`config.mk`:
```
export PLATFORM = sky130hd
export DESIGN_NAME = bist_response_analyzer_flat
export DESIGN_NICKNAME = d
export VERILOG_FILES = /design/src/rtl/bist_pkg.sv /design/src/rtl/bist_response_analyzer_if.sv /design/src/rtl/bist_response_analyzer_misr.sv /design/src/rtl/bist_response_analyzer.sv /design/src/flat_wrapper.sv
export SDC_FILE = /design/constraint.sdc
export NUM_CORES = 1
export LEC_CHECK = 0
export BUFFER_PORTS_ARGS = -buffer_cell sky130_fd_sc_hd__clkbuf_2
export CORE_ASPECT_RATIO = 1.4
export CORE_UTILIZATION = 40
export CTS_BUF_LIST = sky130_fd_sc_hd__clkbuf_16
export DETAILED_ROUTE_END_ITERATION = 12
export SLEW_MARGIN = 20
export SYNTH_ARGS = -nofsm -noshare
export SYNTH_HDL_FRONTEND = slang
export SYNTH_SLANG_ARGS = --single-unit
```
`constraint.sdc`:
```
create_clock -name clk -period 5.6 [get_ports clk]
set_input_delay 0.84 -clock clk [delete_from_list [all_inputs] [get_ports clk]]
set_output_delay 0.84 -clock clk [all_outputs]
set_load 0.005 [all_outputs]
```
`src/rtl/bist_pkg.sv`:
```
// Shared definitions for the BIST response analyzer: FSM encodings and MISR defaults.
package bist_pkg;
  localparam int          SIG_W    = 16;
  localparam logic [15:0] DEF_POLY = 16'h8016;
  localparam logic [15:0] DEF_SEED = 16'h0000;

  typedef enum logic [1:0] {
    ST_IDLE    = 2'd0,
    ST_COMPACT = 2'd1,
    ST_COMPARE = 2'd2,
    ST_DONE    = 2'd3
  } state_e;
endpackage

```
`src/rtl/bist_response_analyzer_if.sv`:
```
// Controller <-> analyzer bundle: run control, serial response stream, and result/status.
interface bist_response_analyzer_if #(
  parameter int SIG_W = bist_pkg::SIG_W
);
  logic             start;
  logic             sdo_valid;
  logic             cut_sdo;
  logic [SIG_W-1:0] golden_sig;
  logic             busy;
  logic             done;
  logic             pass;
  logic [SIG_W-1:0] signature;

  modport master (
    output start, sdo_valid, cut_sdo, golden_sig,
    input  busy, done, pass, signature
  );

  modport slave (
    input  start, sdo_valid, cut_sdo, golden_sig,
    output busy, done, pass, signature
  );
endinterface

```
`src/rtl/bist_response_analyzer_misr.sv`:
```
// Serial-input Galois MISR; clr reloads SEED and wins over en.
module misr_core #(
  parameter int               SIG_W = bist_pkg::SIG_W,
  parameter logic [SIG_W-1:0] POLY  = SIG_W'(bist_pkg::DEF_POLY),
  parameter logic [SIG_W-1:0] SEED  = SIG_W'(bist_pkg::DEF_SEED)
) (
  input  logic             clk,
  input  logic             rst_n,
  input  logic             en,
  input  logic             clr,
  input  logic             din,
  output logic [SIG_W-1:0] sig
);
  logic [SIG_W-1:0] sig_q, sig_d;

  always_comb begin
    sig_d = sig_q;
    if (clr) begin
      sig_d = SEED;
    end else if (en) begin
      sig_d = {sig_q[SIG_W-2:0], 1'b0}
            ^ (sig_q[SIG_W-1] ? POLY : '0)
            ^ {{(SIG_W-1){1'b0}}, din};
    end
  end

  always_ff @(posedge clk or negedge rst_n) begin
    if (!rst_n) sig_q <= SEED;
    else        sig_q <= sig_d;
  end

  assign sig = sig_q;
endmodule

```
`src/rtl/bist_response_analyzer.sv`:
```
// BIST response analyzer: run FSM, bit counter and golden compare around a MISR.
// Optional BIST_GOLDEN_CAPTURE_EN: first completed run after reset becomes the golden reference.
module bist_response_analyzer #(
  parameter int               TOTAL_BITS = 2000,
  parameter int               SIG_W      = bist_pkg::SIG_W,
  parameter logic [SIG_W-1:0] POLY       = SIG_W'(bist_pkg::DEF_POLY),
  parameter logic [SIG_W-1:0] SEED       = SIG_W'(bist_pkg::DEF_SEED)
) (
  input  logic                      clk,
  input  logic                      rst,
  bist_response_analyzer_if.slave   bus
);
  localparam int               CNT_W = $clog2(TOTAL_BITS + 1);
  localparam logic [CNT_W-1:0] LAST  = CNT_W'(TOTAL_BITS - 1);

  bist_pkg::state_e state_q, state_d;
  logic [CNT_W-1:0] cnt_q, cnt_d;
  logic             done_q, done_d;
  logic             pass_q, pass_d;
  logic [SIG_W-1:0] sig;
  logic [SIG_W-1:0] ref_sig;
  logic             start_ok;
  logic             shift_en;

`ifdef BIST_GOLDEN_CAPTURE_EN
  logic [SIG_W-1:0] cap_q, cap_d;
  logic             cap_vld_q, cap_vld_d;
  assign ref_sig = cap_q;
`else
  logic [SIG_W-1:0] golden_q, golden_d;
  assign ref_sig = golden_q;
`endif

  always_comb begin
    state_d  = state_q;
    cnt_d    = cnt_q;
    done_d   = done_q;
    pass_d   = pass_q;
    start_ok = 1'b0;
    shift_en = 1'b0;
`ifdef BIST_GOLDEN_CAPTURE_EN
    cap_d     = cap_q;
    cap_vld_d = cap_vld_q;
`else
    golden_d  = golden_q;
`endif
    case (state_q)
      bist_pkg::ST_IDLE, bist_pkg::ST_DONE: begin
        if (bus.start) begin
          start_ok = 1'b1;
          cnt_d    = '0;
          done_d   = 1'b0;
          pass_d   = 1'b0;
`ifndef BIST_GOLDEN_CAPTURE_EN
          golden_d = bus.golden_sig;
`endif
          state_d  = bist_pkg::ST_COMPACT;
        end
      end
      bist_pkg::ST_COMPACT: begin
        // start is deliberately not looked at here: no restart while busy.
        if (bus.sdo_valid) begin
          shift_en = 1'b1;
          cnt_d    = cnt_q + CNT_W'(1);
          if (cnt_q == LAST) state_d = bist_pkg::ST_COMPARE;
        end
      end
      bist_pkg::ST_COMPARE: begin
        done_d  = 1'b1;
        state_d = bist_pkg::ST_DONE;
`ifdef BIST_GOLDEN_CAPTURE_EN
        if (!cap_vld_q) begin
          cap_d     = sig;
          cap_vld_d = 1'b1;
          pass_d    = 1'b1;
        end else begin
          pass_d    = (sig == ref_sig);
        end
`else
        pass_d  = (sig == ref_sig);
`endif
      end
      default: state_d = bist_pkg::ST_IDLE;
    endcase
  end

  always_ff @(posedge clk or negedge rst) begin
    if (!rst) begin
      state_q <= bist_pkg::ST_IDLE;
      cnt_q   <= '0;
      done_q  <= 1'b0;
      pass_q  <= 1'b0;
    end else begin
      state_q <= state_d;
      cnt_q   <= cnt_d;
      done_q  <= done_d;
      pass_q  <= pass_d;
    end
  end

`ifdef BIST_GOLDEN_CAPTURE_EN
  always_ff @(posedge clk or negedge rst) begin
    if (!rst) begin
      cap_q     <= SEED;
      cap_vld_q <= 1'b0;
    end else begin
      cap_q     <= cap_d;
      cap_vld_q <= cap_vld_d;
    end
  end
`else
  always_ff @(posedge clk or negedge rst) begin
    if (!rst) golden_q <= '0;
    else      golden_q <= golden_d;
  end
`endif

  misr_core #(
    .SIG_W (SIG_W),
    .POLY  (POLY),
    .SEED  (SEED)
  ) u_misr (
    .clk   (clk),
    .rst_n (rst),
    .en    (shift_en),
    .clr   (start_ok),
    .din   (bus.cut_sdo),
    .sig   (sig)
  );

  assign bus.busy      = (state_q == bist_pkg::ST_COMPACT) || (state_q == bist_pkg::ST_COMPARE);
  assign bus.done      = done_q;
  assign bus.pass      = pass_q & done_q;
  assign bus.signature = sig;
endmodule

```
`src/flat_wrapper.sv`:
```
// flat-port wrapper written by rule: the top's interface ports become plain ports
module bist_response_analyzer_flat 
#(
  parameter int               TOTAL_BITS = 2000,
  parameter int               SIG_W      = bist_pkg::SIG_W,
  parameter logic [SIG_W-1:0] POLY       = SIG_W'(bist_pkg::DEF_POLY),
  parameter logic [SIG_W-1:0] SEED       = SIG_W'(bist_pkg::DEF_SEED)
)
  (clk, rst, bus_start, bus_sdo_valid, bus_cut_sdo, bus_golden_sig, bus_busy, bus_done, bus_pass, bus_signature);
  bist_response_analyzer_if #(.SIG_W(SIG_W)) bus_i ();
  input  logic clk;
  input  logic rst;
  input wire logic [$bits(bus_i.start)-1:0] bus_start;
  input wire logic [$bits(bus_i.sdo_valid)-1:0] bus_sdo_valid;
  input wire logic [$bits(bus_i.cut_sdo)-1:0] bus_cut_sdo;
  input wire logic [$bits(bus_i.golden_sig)-1:0] bus_golden_sig;
  output wire logic [$bits(bus_i.busy)-1:0] bus_busy;
  output wire logic [$bits(bus_i.done)-1:0] bus_done;
  output wire logic [$bits(bus_i.pass)-1:0] bus_pass;
  output wire logic [$bits(bus_i.signature)-1:0] bus_signature;
  assign bus_i.start = bus_start;
  assign bus_i.sdo_valid = bus_sdo_valid;
  assign bus_i.cut_sdo = bus_cut_sdo;
  assign bus_i.golden_sig = bus_golden_sig;
  assign bus_busy = bus_i.busy;
  assign bus_done = bus_i.done;
  assign bus_pass = bus_i.pass;
  assign bus_signature = bus_i.signature;
  bist_response_analyzer #(.TOTAL_BITS(TOTAL_BITS), .SIG_W(SIG_W), .POLY(POLY), .SEED(SEED)) u_core (.clk(clk), .rst(rst), .bus(bus_i));
endmodule
```
Yosys cells after proc, flatten, opt, wreduce, memory -nomap -nowiden
Cells that the tools add are included.
{"block": "classes", "n_addsub": 1, "eq_ne": 8, "mux": 17, "bitwise": 3, "reduce_logical": 10}
{"op": "2-to-1 mux 16 bit", "count": 3}
{"op": "2-to-1 mux 11 bit", "count": 2}
{"op": "case mux 11 bit (2 select lines)", "count": 1}
{"op": "equality test 16 bit", "count": 1}
{"op": "bitwise XOR 16 x 1 -> 16 bit", "count": 1}
{"op": "bitwise XOR 16 bit", "count": 1}
{"op": "adder 11 x 1 -> 11 bit, second input constant", "count": 1}
{"op": "equality test 11 bit, second input constant", "count": 1}
{"op": "2-to-1 mux 2 bit", "count": 3}
{"op": "case mux 2 bit (3 select lines)", "count": 1}
{"op": "AND reduction 3 bit", "count": 2}
{"op": "nonzero test 2 bit", "count": 3}
{"op": "2-to-1 mux 1 bit", "count": 5}
{"op": "equality test 2 bit, second input constant", "count": 2}
{"op": "!= test 2 bit, second input constant", "count": 2}
{"op": "case mux 1 bit (2 select lines)", "count": 2}
{"op": "AND reduction 2 bit", "count": 2}
{"op": "equality test 2 x 1 -> 1 bit, second input constant", "count": 1}
{"op": "logical NOT 2 bit", "count": 1}
{"op": "!= test 2 x 1 -> 1 bit, second input constant", "count": 1}
{"op": "OR reduction 2 bit", "count": 1}
{"op": "bitwise AND 1 bit", "count": 1}
{"op": "logical OR 1 bit", "count": 1}
{"block": "totals", "register_bits": 47, "in_bits": 21, "output_inout_bits": 19, "wordCells": 45}

Longest topological paths before layout
Gate-level depths: netlist of run 1.
{"block": "logic_depth", "ltp_word": 5, "ltp_mapped": 8, "mapped_depth_nobuf": 6}

By module
A second synthesis of run 1 with hierarchy kept.
{"block": "hier_totals", "cells_unflattened": 202, "hier_area_um2": 2297.2}
{"module": "bist_response_analyzer", "n_inst": 1, "cells_each": 146, "area_per_inst_um2": 1627.8, "seq_area_each_um2": 775.7}
{"module": "misr_core", "n_inst": 1, "cells_each": 56, "area_per_inst_um2": 669.4, "seq_area_each_um2": 400.4}

Least setup slack after synthesis of run 1
No wires, ideal clock.
{"block": "synth_path", "path_type": "flip-flop to flip-flop", "start": "register u_core.state_q[0]", "end": "register u_core.cnt_q[9]", "setup_time_ns": 0.078, "arrival_ns": 1.712, "slack_ns": 3.811, "stages_incl_launch_ff": 8, "path_buffers": 1, "period_less_slack_ns": 1.789, "path_cell_list": "dfrtp_1 inv_1 ha_1 buf_6 mux2_4 nand3_4 or4_1 a21oi_1"}
{"block": "synth_via", "elab_chain_len": 4, "word_cells_on_any_way": 9, "classes_between": "eq/ne (4); mux (1); reduce/logical (4)"}
{"item": "start: declaration", "line_no": "bist_response_analyzer.sv:16", "source": "bist_pkg::state_e state_q, state_d;"}
{"item": "start signal: assignment", "line_no": "bist_response_analyzer.sv:89", "source": "state_q <= bist_pkg::ST_IDLE;"}
{"item": "start signal: assignment", "line_no": "bist_response_analyzer.sv:94", "source": "state_q <= state_d;"}
{"item": "equality test 2 bit or logical NOT 2 bit (tied branches)", "line_no": "bist_response_analyzer.sv:47", "source": "case (state_q)"}
{"item": "OR reduction 2 bit", "line_no": "bist_response_analyzer.sv:47"}
{"item": "!= test 2 bit (no source line) or nonzero test 2 bit (tied branches)"}
{"item": "AND reduction 3 bit (no source line)"}
{"item": "end signal: assignment", "line_no": "bist_response_analyzer.sv:95", "source": "cnt_q <= cnt_d;"}
{"item": "end: declaration", "line_no": "bist_response_analyzer.sv:17", "source": "logic [CNT_W-1:0] cnt_q, cnt_d;"}
Parallel ways exist; a longest one is shown, timed or not.
A chain may end at the register's enable or synchronous reset.

Final worst setup path of run 1
{"block": "layout_path", "start": "register u_core.state_q[0]", "end": "output port bus_busy"}
{"block": "layout_via", "elab_chain_len": 2, "word_cells_on_any_way": 3, "classes_between": "eq/ne (2); reduce/logical (1)"}
{"item": "equality test 2 x 1 -> 1 bit or equality test 2 bit (tied branches)", "line_no": "bist_response_analyzer.sv:131", "source": "assign bus.busy = (state_q == bist_pkg::ST_COMPACT) || (state_q == bist_pkg::ST_COMPARE);"}
{"item": "logical OR 1 bit *", "line_no": "bist_response_analyzer.sv:131"}
{"item": "end: declaration", "line_no": "flat_wrapper.sv:17", "source": "output wire logic [$bits(bus_i.busy)-1:0] bus_busy;"}
Every way passes the cells marked *; elsewhere a longest branch is shown, timed or not.

==> results of run 1 <==
-- state kept, by name, summed over array words and instances (netlist names) --
name / cells
u_core.pass_q: 1
u_core.cnt_q: 11
u_core.state_q: 2
u_core.golden_q: 16
u_core.u_misr.sig: 16
u_core.bus.done: 1
-- final cells by class --
| class | count | area [sq um] | area share, % |
|---|---|---|---|
| Multi-Input combinational cell | 187 | 1056 | 39.02 |
| Timing Repair Buffer | 40 | 202.7 | 7.490 |
| Clock inverter | 3 | 38.79 | 1.433 |
| Clock buffer | 5 | 125.1 | 4.623 |
| Tap cell | 68 | 85.08 | 3.144 |
| Sequential cell | 47 | 1176 | 43.46 |
| Inverter | 6 | 22.52 | 0.8322 |
-- layer usage --
| layer | routed length [microns] | vias to the layer above |
|---|---|---|
| met5 | 0 | - |
| met3 | 152 | 5 |
| met4 | 55 | 0 |
| met1 | 2251 | 909 |
| met2 | 2540 | 36 |
| li1 | - | 896 |
-- cells by family (layout without fill, tap and decap cells) --
kind of cell	after synthesis	in the layout	synth area share, %
flip-flops	47	47	50.98
buffers and inverters	17	54	3.253
AO/OA/AOI/OAI	31	31	7.917
XOR/XNOR	25	25	9.490
AND/OR/NAND/NOR	123	123	24.24
adder cells (fa/ha/maj)	4	4	2.169
multiplexers	4	4	1.952
-- worst max-delay path, stage by stage (launching register included) --
cell and delay (ns):
dfrtp_1 0.38, inv_1 0.07, ha_1 0.42, inv_1 0.10, clkbuf_2 0.12
-- power by group through the flow --
stage / Sequential (mW) / Combinational (mW) / Clock (mW)
global route: 0.535 / 0.534 / 0.353
finish: 0.521 / 0.471 / 0.333
global placement: 0.522 / 0.467 / 0
CTS: 0.520 / 0.479 / 0.338
detailed placement: 0.526 / 0.477 / 0
floorplan: 0.509 / 0.372 / 0
-- stage by stage --
stage          util [%]  cell area [sq um]  instances  setup slack (ns)
5_1_grt           48.98               2706        356             3.270
2_1_floorplan         -               2307        251             3.811
3_5_place_dp      46.01               2542        348             3.421
3_3_place_gp      46.01               2542        348             3.481
6_report          48.98               2706        356             3.394
4_1_cts           48.98               2706        356             3.377
-- worst max path at each step --
stage	startpoint	to	slack, ns	cells after the start
floorplan	u_core.state_q[0]$_DFFE_PN0P_	u_core.cnt_q[9]$_DFFE_PN0P_	3.81	7
global placement	bus_start	u_core.cnt_q[7]$_DFFE_PN0P_	3.48	5
detailed placement	bus_start	u_core.cnt_q[7]$_DFFE_PN0P_	3.42	5
CTS	u_core.state_q[0]$_DFFE_PN0P_	bus_busy	3.38	4
global route	u_core.state_q[0]$_DFFE_PN0P_	bus_busy	3.27	4
finish	u_core.state_q[0]$_DFFE_PN0P_	bus_busy	3.39	4
-- Yosys cell counts, types with 2 or more instances --
cell      number
o31ai_1        2
inv_1          6
o21ai_0        5
a21oi_1       17
nand2_1       78
xnor2_1        7
and4_1         2
ha_1           4
xor2_1        18
nor2_1        12
nand4_1        4
or3_1          2
mux2i_1        3
buf_2          3
a211oi_1       3
a22o_1         2
dfrtp_1       47
and2_1         2
nand3_1        7
clkbuf_1       6
nor4_1         3
nor3_1         3
==> reports/results.ini, run 1 <==
[hold_path]
holdCritPathClass = flip-flop to flip-flop
min_from = u_core.golden_q[9]$_DFFE_PN0P_
min_to = u_core.golden_q[9]$_DFFE_PN0P_
hold_depth = 2

[power_and_ir_drop]
leakagePower_nw = 1.361
p_clk_share_pct = 25.1
combPwrFrac_pct = 35.6
totalPowerFinal_mw = 1.324
power_density_mw_per_mm2 = 489.3
ir_worst_vdd_mv = 0.2054
p_seq_share_pct = 39.3
intPower_uw = 829.9
p_switching_uw = 494.4
switching_share_pct = 37.33

[layout]
area_delta_synth_final_pct = 17.30
final_common_cell = nand2_1
mostFrequentLayoutCells = 78 x nand2_1, 47 x dfrtp_1, 39 x clkbuf_2
fin_nets = 312
n_antenna_cell = 0
fillers = 550
drive_above_1_share_pct = 18.40

[timing]
slew_viol_final = 0
hold_slack_ns = 0.4957
rsz0062_at_grt = false
fin_skew_ns = 0.005622
fin_crit_ns = 2.206
finalSetupTns_ns = 0
maxSlewHeadroom_pct = 51.62
finalCritPeriodShare_pct = 39.40
setup_viol = 0
worst_pin_slew_ns = 0.7256
hold_violations = 0
fmax_mhz = 453.2

[yosys]
synth_ff_type = dfrtp_1
synth_nets = 276
synthArstFlopShare_pct = 100.0
ys_seq_area_share_pct = 50.98
ys_ff_latch = 47
syn_avg_cell_area_sq_um = 9.192
synth-edff-count = 0
synth_cell_types = 37
synth.cell_area_sq_mm = 0.002307
yosysWarnings = 0
yosys.area.top_type = dfrtp_1
synth_top_cell_area_share_pct = 50.98
syn_inst = 251
synth.area.top_cells = dfrtp_1 51%, nand2_1 13%, xor2_1 6.8%, a21oi_1 3.7%, xnor2_1 2.7%

[route]
wl_per_cell_microns = 14.04
viasPerCell = 5.185
routed_wl_microns = 4999
drt_iter0_markers = 58
vias = 1846
drc = 0
ant_nets = 0
drt_first_pass_iters = 5

[worst_setup_path]
r2r_start = u_core.state_q[0]$_DFFE_PN0P_
cp_max_fo = 7
setup.worst_path.class = flip-flop to output port
worstPathRequired_ns = 4.76
reg2reg_depth = 6
cp.arrival_ns = 1.37
r2r_slack_ns = 3.53
rr_endpoint = u_core.cnt_q[7]$_DFFE_PN0P_
end_kind = output port
start_kind = flip-flop

[clock_network]
cts_tree = built
cts_buffers = 5
post_cts_buffers = 0
cts_sinks = 47
cts_resized = 0
cts_root_buf = clkbuf_16
htree_levels = 2
cts_buffer_depth = 2
clk_pin_slew_ns = 0.06
cts_hold_buf = 0
clk_latency_ns = 0.28

[global_routing]
grt_util_met3_pct = 3.856
grt_pass1_vias = 1871
gr-usage-met2_pct = 30.78
use_met1_pct = 22.91
antenna_found_initial = 0
grt.busiest_layer = met2
grt_pass1_wl_microns = 8431
grt_max_degree = 48
grtUsageTotal_pct = 18.19
overflow = 0

[floorplan]
start_util_pct = 41.76
die_w_microns = 66.19
io_pins = 40
die_h_microns = 91.86
coreArea_sq_mm = 0.005525
die_area_sq_mm = 0.006080
rows = 32

[placement]
dp_hpwl_microns = 3416
portBuffers = 39
gp_congestion = 0.7952

[run]
maxCapViolCount = 0

[status]
run_status = finished clean

Power figures use the tool's default switching activity.
==> inputs of run 2 (changes only) <==
clock period = 1.86 ns   (was 5.6 ns; I/O delays follow)
==> reports/results.ini, run 2 (synthesized netlist as in run 1, its figures left out) <==
[status]
run_status = finished clean

[clock_network]
cts_tree = built
cts_root_buf = clkbuf_16
cts_sinks = 47  ; unchanged
clk_pin_slew_ns = 0.06  ; about the same
htree_levels = 2  ; unchanged
cts_buffer_depth = 2  ; unchanged
clk_latency_ns = 0.28  ; about the same
cts_buffers = 5  ; unchanged

[timing]
fin_skew_ns = 0.003522  ; -0.002100 ns
fmax_mhz = 568.8
finalSetupTns_ns = 0  ; unchanged
slew_viol_final = 0  ; unchanged
fin_crit_ns = 1.758
worst_pin_slew_ns = 0.4539  ; -0.2717 ns
setup_viol = 0  ; unchanged
maxSlewHeadroom_pct = 69.67  ; +18 points
finalCritPeriodShare_pct = 94.52
rsz0062_at_grt = false
hold_violations = 0  ; unchanged

[layout]
area_delta_synth_final_pct = 22.07
mostFrequentLayoutCells = 78 x nand2_1, 47 x dfrtp_1, 39 x clkbuf_2
fin_nets = 322  ; +3.2%
final_cells = 366  ; +2.8%
drive_above_1_share_pct = 21.48  ; +3.1 points
fillers = 523  ; -4.9%
n_antenna_cell = 0  ; unchanged
final_common_cell = nand2_1

[global_routing]
antenna_found_initial = 0  ; unchanged
overflow = 0  ; unchanged
grt_max_degree = 48  ; unchanged
grtUsageTotal_pct = 18.04  ; -0.15 points
grt_pass1_wl_microns = 8418  ; -0.15%
grt_pass1_vias = 1833  ; -2.0%

[route]
wl_per_cell_microns = 13.36  ; -4.9%
drc = 0  ; unchanged
ant_nets = 0  ; unchanged
drt_iter0_markers = 103  ; +78%
routed_wl_microns = 4888  ; -2.2%
vias = 1817  ; -1.6%
drt_first_pass_iters = 6  ; +1
viasPerCell = 4.964  ; -4.3%

[floorplan]
die_w_microns = 66.19  ; unchanged
coreArea_sq_mm = 0.005525  ; unchanged
rows = 32  ; unchanged
die_h_microns = 91.86  ; unchanged
start_util_pct = 41.76  ; unchanged
io_pins = 40  ; unchanged
die_area_sq_mm = 0.006080  ; unchanged

[worst_setup_path]
cp_max_fo = 4  ; -3
critPathTopFamily = simple AND/OR/NAND/NOR gates
start_kind = flip-flop
slowest_stage = or4_1
reg2reg_depth = 6  ; unchanged
end_kind = flip-flop
cp.arrival_ns = 1.97  ; +0.60 ns
setup.worst_path.class = flip-flop to flip-flop
slowest_delay_ns = 0.49  ; +0.07 ns
r2r_start = u_core.state_q[0]$_DFFE_PN0P_
worstPathRequired_ns = 2.08  ; -2.68 ns
r2r_slack_ns = 0.10  ; -3.43 ns
rr_endpoint = u_core.cnt_q[9]$_DFFE_PN0P_
cp_cell_sequence = inv_1 > ha_4 > mux2_4 > nand3_4 > or4_1 > a21oi_2
cp.buffers_inverters = 1  ; -2

[run]
maxCapViolCount = 0  ; unchanged

[hold_path]
hold_depth = 3  ; +1
min_to = u_core.golden_q[15]$_DFFE_PN0P_
holdCritPathClass = input port to flip-flop
min_from = bus_golden_sig[15]

[power_and_ir_drop]
leakagePower_nw = 1.411  ; +3.7%
ir_worst_vdd_mv = 0.6468  ; +210%
power_density_mw_per_mm2 = 1440  ; +190%

[placement]
portBuffers = 39  ; unchanged
dp.cells = 355  ; +2.0%
dp_hpwl_microns = 3457  ; +1.2%
gp_congestion = 0.7730  ; -2.8%

## run 2: routing by layer
layer	GRT usage, %	share of wire, %
met4	4.433	1.3
met1	22.55	44
met3	4.229	3.3
met2	30.87	51
met5	0	0
## run 2: area by class of cell
class / instances / area, sq um / share of cell area, %
inverter: 6 / 22.52 / 0.7996
multi-input combinational: 187 / 1074 / 38.12
clock inverter: 3 / 16.27 / 0.5775
timing repair buffer: 50 / 317.8 / 11.28
sequential: 47 / 1176 / 41.76
tap: 68 / 85.08 / 3.021
clock buffer: 5 / 125.1 / 4.442
## run 2: how the worst max path moves through the flow
stage	from	to	cells after the start
2_1_floorplan	u_core.state_q[0]$_DFFE_PN0P_	u_core.cnt_q[9]$_DFFE_PN0P_	7
4_1_cts	u_core.state_q[0]$_DFFE_PN0P_	u_core.cnt_q[9]$_DFFE_PN0P_	6
3_3_place_gp	u_core.state_q[0]$_DFFE_PN0P_	u_core.cnt_q[9]$_DFFE_PN0P_	6
3_5_place_dp	u_core.state_q[0]$_DFFE_PN0P_	u_core.cnt_q[9]$_DFFE_PN0P_	6
5_1_grt	u_core.state_q[0]$_DFFE_PN0P_	u_core.cnt_q[9]$_DFFE_PN0P_	6
6_report	u_core.state_q[0]$_DFFE_PN0P_	u_core.cnt_q[9]$_DFFE_PN0P_	6
## run 2: report_power, final
group          internal (mW)  total, mW  switching (mW)  leakage [nW]
sequential              1.31       1.56           0.249         0.619
combinational          0.723       1.63           0.908         0.721
clock                  0.491      0.863           0.372        0.0710
## run 2: per-stage QoR
step                utilization (%)  total power, mW  cell area (sq um)  hold WS (ns)  worst slack (ns)
global route                  50.97            4.383               2816        0.1911           0.03313
finish                        50.97            4.057               2816        0.1806            0.1019
CTS                           50.39            4.084               2784        0.1807           0.07271
floorplan                         -            2.652               2307      -0.01659           0.07066
global placement              47.64            3.171               2633        0.2908            0.1264
detailed placement            47.64            3.201               2633        0.2902           0.07389
## run 2: tightest hold or removal path: stages
cell and delay (ns):
clkbuf_2 0.07, nand2_1 0.04, nand2_1 0.04
## run 2: repair_timing
item | 4_1_cts | 5_1_grt
gates resized for setup | 0 | 3
setup buffers | 0 | 2
hold buffers | 1 | 0
hold endpoints to repair | 47 | 0
setup endpoints to repair | 0 | 4
